<file path="config.mk">
export PLATFORM = sky130hd
export DESIGN_NAME = e1_tick_cap_wb
export DESIGN_NICKNAME = d
export VERILOG_FILES = /design/src/rtl/e1_tick_cap_wb.sv
export SDC_FILE = /design/constraint.sdc
export NUM_CORES = 1
export LEC_CHECK = 0
export CAP_MARGIN = 40
export CORE_UTILIZATION = 40
export DETAILED_ROUTE_END_ITERATION = 7
export DONT_BUFFER_PORTS = 1
export PLACE_DENSITY = 0.57
export SLEW_MARGIN = 20
export SYNTH_ARGS = -nofsm -noshare
export SYNTH_HDL_FRONTEND = slang
export SYNTH_SLANG_ARGS = --single-unit
</file>
<file path="constraint.sdc">
create_clock -name clk -period 3.6 [get_ports clk]
set_clock_uncertainty 0.15 [all_clocks]
set_input_delay 1.08 -clock clk [delete_from_list [all_inputs] [get_ports clk]]
set_output_delay 1.08 -clock clk [all_outputs]
set_load 0.01 [all_outputs]
</file>
<file path="src/rtl/e1_tick_cap_wb.sv">
// E1 RX/TX tick counters with USB-SOF-synchronous snapshot.
// Wishbone register file for line-rate measurement against the 1 ms frame.
module e1_tick_cap_wb #(
  parameter int E1_N = 1,
  parameter int TW   = 16,
  parameter int YW   = 24
) (
  input  logic            clk,
  input  logic            rst_n,
  input  logic [E1_N-1:0] tick_e1_rx,
  input  logic [E1_N-1:0] tick_e1_tx,
  input  logic            tick_usb_sof,
  input  logic [2:0]      wb_addr,
  output logic [31:0]     wb_rdata,
  input  logic [31:0]     wb_wdata,
  input  logic            wb_we,
  input  logic            wb_cyc,
  output logic            wb_ack
);

  logic            ack_q, ack_d;
  logic [31:0]     rdata_q, rdata_d;
  logic            en_q, en_d;
  logic            capv_q, capv_d;
  logic            ovr_q, ovr_d;
  logic [15:0]     sof_cnt_q, sof_cnt_d;
  logic [YW-1:0]   cyc_q, cyc_d;
  logic [YW-1:0]   cyc_cap_q, cyc_cap_d;
  logic [YW-1:0]   cyc_inc;

  logic [TW-1:0]   rx_cnt_q [E1_N];
  logic [TW-1:0]   rx_cnt_d [E1_N];
  logic [TW-1:0]   tx_cnt_q [E1_N];
  logic [TW-1:0]   tx_cnt_d [E1_N];
  logic [TW-1:0]   rx_cap_q [E1_N];
  logic [TW-1:0]   rx_cap_d [E1_N];
  logic [TW-1:0]   tx_cap_q [E1_N];
  logic [TW-1:0]   tx_cap_d [E1_N];
  logic [TW-1:0]   rx_nxt   [E1_N];
  logic [TW-1:0]   tx_nxt   [E1_N];

  logic            acc;
  logic            ctrl_wr;
  logic            ctrl_rd;
  logic            clr;
  logic            en_rise;
  logic            cap;
  logic [31:0]     rd_word;
  logic            wdata_unused;

  assign wdata_unused = ^wb_wdata[31:2];

  // Bus strobes; every access lands on the edge that raises ack.
  always_comb begin
    acc     = wb_cyc & ~ack_q;
    ack_d   = acc;
    ctrl_wr = acc & wb_we & (wb_addr == 3'd0);
    ctrl_rd = acc & ~wb_we & (wb_addr == 3'd0);
    clr     = ctrl_wr & wb_wdata[1];
    en_rise = ctrl_wr & wb_wdata[0] & ~en_q;
    cap     = tick_usb_sof & en_q;
  end

  always_comb begin
    en_d = en_q;
    if (ctrl_wr) begin
      en_d = wb_wdata[0];
    end
  end

  // Cycle counter saturates; capture uses the incremented value.
  always_comb begin
    cyc_inc = (cyc_q == {YW{1'b1}}) ? cyc_q : cyc_q + YW'(1);
    cyc_d   = cyc_q;
    if (en_q) begin
      cyc_d = cyc_inc;
    end
    if (cap || en_rise || clr) begin
      cyc_d = '0;
    end
  end

  always_comb begin
    cyc_cap_d = cyc_cap_q;
    sof_cnt_d = sof_cnt_q;
    capv_d    = capv_q;
    ovr_d     = ovr_q;
    if (clr) begin
      cyc_cap_d = '0;
      sof_cnt_d = '0;
      capv_d    = 1'b0;
      ovr_d     = 1'b0;
    end else if (cap) begin
      cyc_cap_d = cyc_inc;
      sof_cnt_d = sof_cnt_q + 16'd1;
      capv_d    = 1'b1;
      ovr_d     = ovr_q | capv_q;
    end else if (ctrl_rd) begin
      capv_d    = 1'b0;
      ovr_d     = 1'b0;
    end
  end

  // Snapshot includes a tick that arrives on the SOF cycle.
  always_comb begin
    for (int n = 0; n < E1_N; n++) begin
      rx_nxt[n]   = rx_cnt_q[n] + TW'(tick_e1_rx[n]);
      tx_nxt[n]   = tx_cnt_q[n] + TW'(tick_e1_tx[n]);
      rx_cnt_d[n] = rx_cnt_q[n];
      tx_cnt_d[n] = tx_cnt_q[n];
      rx_cap_d[n] = rx_cap_q[n];
      tx_cap_d[n] = tx_cap_q[n];
      if (clr) begin
        rx_cnt_d[n] = '0;
        tx_cnt_d[n] = '0;
        rx_cap_d[n] = '0;
        tx_cap_d[n] = '0;
      end else if (en_q) begin
        rx_cnt_d[n] = rx_nxt[n];
        tx_cnt_d[n] = tx_nxt[n];
        if (cap) begin
          rx_cap_d[n] = rx_nxt[n];
          tx_cap_d[n] = tx_nxt[n];
        end
      end
    end
  end

  always_comb begin
    rd_word = '0;
    case (wb_addr)
      3'd0: rd_word = {22'd0, ovr_q, capv_q, 7'd0, en_q};
      3'd1: rd_word = {16'd0, sof_cnt_q};
      3'd2: rd_word = 32'(cyc_cap_q);
      default: begin
        for (int n = 0; n < E1_N; n++) begin
          if (wb_addr == 3'(4 + n)) begin
            rd_word = 32'(rx_cap_q[n]) | (32'(tx_cap_q[n]) << 16);
          end
        end
      end
    endcase
    rdata_d = (acc & ~wb_we) ? rd_word : '0;
  end

  always_ff @(posedge clk) begin
    if (!rst_n) begin
      ack_q     <= 1'b0;
      rdata_q   <= '0;
      en_q      <= 1'b0;
      capv_q    <= 1'b0;
      ovr_q     <= 1'b0;
      sof_cnt_q <= '0;
      cyc_q     <= '0;
      cyc_cap_q <= '0;
      for (int n = 0; n < E1_N; n++) begin
        rx_cnt_q[n] <= '0;
        tx_cnt_q[n] <= '0;
        rx_cap_q[n] <= '0;
        tx_cap_q[n] <= '0;
      end
    end else begin
      ack_q     <= ack_d;
      rdata_q   <= rdata_d;
      en_q      <= en_d;
      capv_q    <= capv_d;
      ovr_q     <= ovr_d;
      sof_cnt_q <= sof_cnt_d;
      cyc_q     <= cyc_d;
      cyc_cap_q <= cyc_cap_d;
      for (int n = 0; n < E1_N; n++) begin
        rx_cnt_q[n] <= rx_cnt_d[n];
        tx_cnt_q[n] <= tx_cnt_d[n];
        rx_cap_q[n] <= rx_cap_d[n];
        tx_cap_q[n] <= tx_cap_d[n];
      end
    end
  end

  assign wb_ack   = ack_q;
  assign wb_rdata = rdata_q;

endmodule
</file>
==> flow_summary.ini <==
[global_route]
grt_max_degree = 72
grt_pass1_wl_mm = 26.7
track_usage_pct = 18.7
antenna_found_initial = 0
grt_pass1_vias = 5191
overflow = 0

[sta]
hold_viol = 0
worst_slack_ns = 0.982
fin_crit_ns = 2.62
drv_slew = 0
tightest_slew_ns = 0.643
fin_crit_sh_pct = 72.7
setup_viol = 0
slew_headroom_pct = 57.1
tns_ns = 0
whs_ns = 0.301
rsz0062_at_grt = false
max_freq_mhz = 382

[logic_synthesis]
synthesis.area_um2 = 7220
yosysUniqueCellTypes = 49
synth_edf_count = 0
yosysWarnings = 0
synthXorXnorAreaFrac_pct = 12.7
synthArstFlopShare_pct = 0
synth_fp_nets = 885
synthAdderAreaFrac_pct = 1.04
synth_top_family_by_area = simple AND/OR/NAND/NOR gates
ys_seq_area_share_pct = 45.5
avgSynthCellArea_um2 = 8.63
synthSimpleGateAreaFrac_pct = 22.6
synthMuxAreaShare_pct = 1.46
ys.flop_type = dfxtp_1
synth-compound-area-share_pct = 12.9
syn-instance-count = 837
synth_seq_cells = 164

[cells_and_area]
syn_to_final_growth_pct = 10.4
fillerInstances = 1709
stdcell_area_um2 = 7970
n_antenna_cell = 0
layout_common_cells = dfxtp_1, nor2_1, nand2_1, xor2_1, a21oi_1
drive_above_1_share_pct = 8.33
fin_nets = 863
mostFrequentLayoutCell = dfxtp_1
finalCoreUtilization_pct = 45.6

[cts]
root_buffer = clkbuf_16
clkSinkCount = 164
postCtsSetupBuffers = 0
cts-resized-gates = 0
cts_tree = built
clk_path_buf_depth = 2
cts_buffers = 17
htree_levels = 4
holdBufCountCts = 0
insertion_delay_ns = 0.43
clkTransAtPathRegs_ns = 0.06

[drt]
wl_per_cell_um = 15.2
viasPerCell = 5.28
via_count = 5561
met2_length_mm = 6.85
drt_iter0_drc = 346
postRouteAntennaNets = 0
dr.pass1.iters = 5
route.detailed.drc = 0
top_layer = met4
wl_met1_mm = 8.23
routed_wl_mm = 16.0
wl_met3_um = 738

[setup_path]
critPathKind = in -> reg
slowest_stage = nor4_2
slowest_delay_ns = 0.52
r2r-start = cyc_q[0]
timing.rr.end = cyc_cap_q[11]
critPathArrivalTime_ns = 2.78
r2r_cells = 7
setup.worst_path.start = tick_e1_rx
crit_chain = ha_1 -> ha_1 -> nand3_1 -> nor4_2 -> and2_1 -> nand3_1 -> xor2_1 -> nor2_1
critPathBufInv = 0
critPathLaunchType = primary input
rrSetupSlack_ns = 1.09
path_max_fanout = 4
cp.required_ns = 3.76
crit_path_end_kind = register
crit_family = simple AND/OR/NAND/NOR gates

[floorplanning]
coreArea_um2 = 17500
die-area_um2 = 18600
fp.dieH_um = 136
fp-row-count = 48
io_pins = 75
fp.dieW_um = 136
start_util_pct = 41.3

[job]
maxCapViolCount = 0

[power]
p_leak_nw = 2.70
p_per_area_nw_per_um2 = 471
peakVddDrop_mv = 0.450

[worst_hold_path]
hold_start = tx_cap_q[0][15]
hold_class = reg -> reg
min_to = wb_rdata[31]
min_path_cells = 1

[place]
place_area_um2 = 7370
pre_cts_slack_ns = 0.522
portBuffers = 0
place.gp.congestion = 0.787
dpl.hpwl_mm = 10.9

[status]
status = complete, no violations
==> metal layers <==
metal / vias up / global-route usage, %
met5: - / 0
met1: 2614 / 26.2
met4: 0 / 5.56
li1: 2834 / -
met2: 94 / 27.5
met3: 19 / 5.59
==> worst max-delay path by stage <==
stage               cells after the start              end  slack [ns]
finish                                  8  rx_cnt_q[0][12]        0.98
global route                            8  rx_cnt_q[0][12]        0.80
CTS                                     8  rx_cnt_q[0][12]        0.99
detailed placement                      8  rx_cnt_q[0][12]        0.52
global placement                        8  rx_cnt_q[0][12]        0.54
floorplan                               8  rx_cnt_q[0][12]        0.76
==> cells in the mapped netlist (3+ instances only) <==
library cell / n / area [µm²]
a22oi_1: 21 / 158
buf_2: 5 / 25.0
buf_6: 3 / 33.8
mux2i_1: 9 / 90.1
and3_1: 15 / 93.8
nand4_1: 23 / 144
o21ai_0: 44 / 220
and2_1: 12 / 75.1
o211ai_1: 3 / 22.5
nand3_1: 30 / 150
xnor2_1: 38 / 333
inv_1: 5 / 18.8
a211oi_1: 16 / 120
nor2_1: 138 / 518
ha_1: 6 / 75.1
dfxtp_1: 164 / 3280
nor3_1: 15 / 75.1
a21oi_1: 61 / 305
nor4_1: 3 / 18.8
and3_2: 3 / 22.5
or3_1: 5 / 31.3
a221oi_1: 3 / 26.3
nor2b_1: 7 / 43.8
and4_2: 5 / 50.1
xor2_1: 67 / 587
nand2_1: 67 / 251
clkbuf_1: 41 / 154
==> cells by family (layout without fill, tap and decap cells) <==
group / after synthesis / after routing
buffers and inverters: 59 / 50
AND/OR/NAND/NOR: 338 / 338
adder cells (fa/ha/maj): 6 / 6
flip-flops: 164 / 164
XOR/XNOR: 105 / 105
multiplexers: 10 / 10
AO/OA/AOI/OAI: 155 / 155
==> per-stage QoR <==
| stage | instances | power [mW] |
|---|---|---|
| 2_1_floorplan | 837 | 1.91 |
| 3_3_place_gp | 1021 | 1.93 |
| 4_1_cts | 1053 | 3.80 |
| 3_5_place_dp | 1021 | 1.93 |
| 5_1_grt | 1053 | 3.88 |
| 6_report | 1053 | 3.75 |
==> registers in the layout, indices dropped and copies added (netlist names) <==
signal,flops
wb_rdata,32
cyc_cap_q,24
cyc_q,24
rx_cap_q,16
rx_cnt_q,16
sof_cnt_q,16
tx_cap_q,16
tx_cnt_q,16
capv_q,1
en_q,1
ovr_q,1
wb_ack,1
==> power breakdown <==
group / switching (mW) / leakage (nW) / total [mW] / internal (mW)
Sequential: 0.00352 / 1.32 / 1.82 / 1.82
Combinational: 0.0511 / 1.08 / 0.0705 / 0.0195
Clock: 0.800 / 0.292 / 1.86 / 1.06
Total: 0.854 / 2.70 / 3.75 / 2.90
==> worst register-to-register path, cell delays in order (launching register included) <==
cell and delay (ns):
dfxtp_1 0.45, ha_1 0.22, and3_1 0.29, and4_4 0.34, nand3_1 0.32, nand2_1 0.17, xor2_1 0.31, a21oi_1 0.11
==> layout make-up <==
class                           count  area (µm²)  area share, %
Multi-Input combinational cell    614        3690           46.2
Sequential cell                   164        3280           41.2
Clock buffer                       18         439           5.51
Tap cell                          225         282           3.53
Clock inverter                     14         164           2.06
Timing Repair Buffer               13        97.6           1.22
Inverter                            5        18.8          0.235
Power figures use the tool's default switching activity.
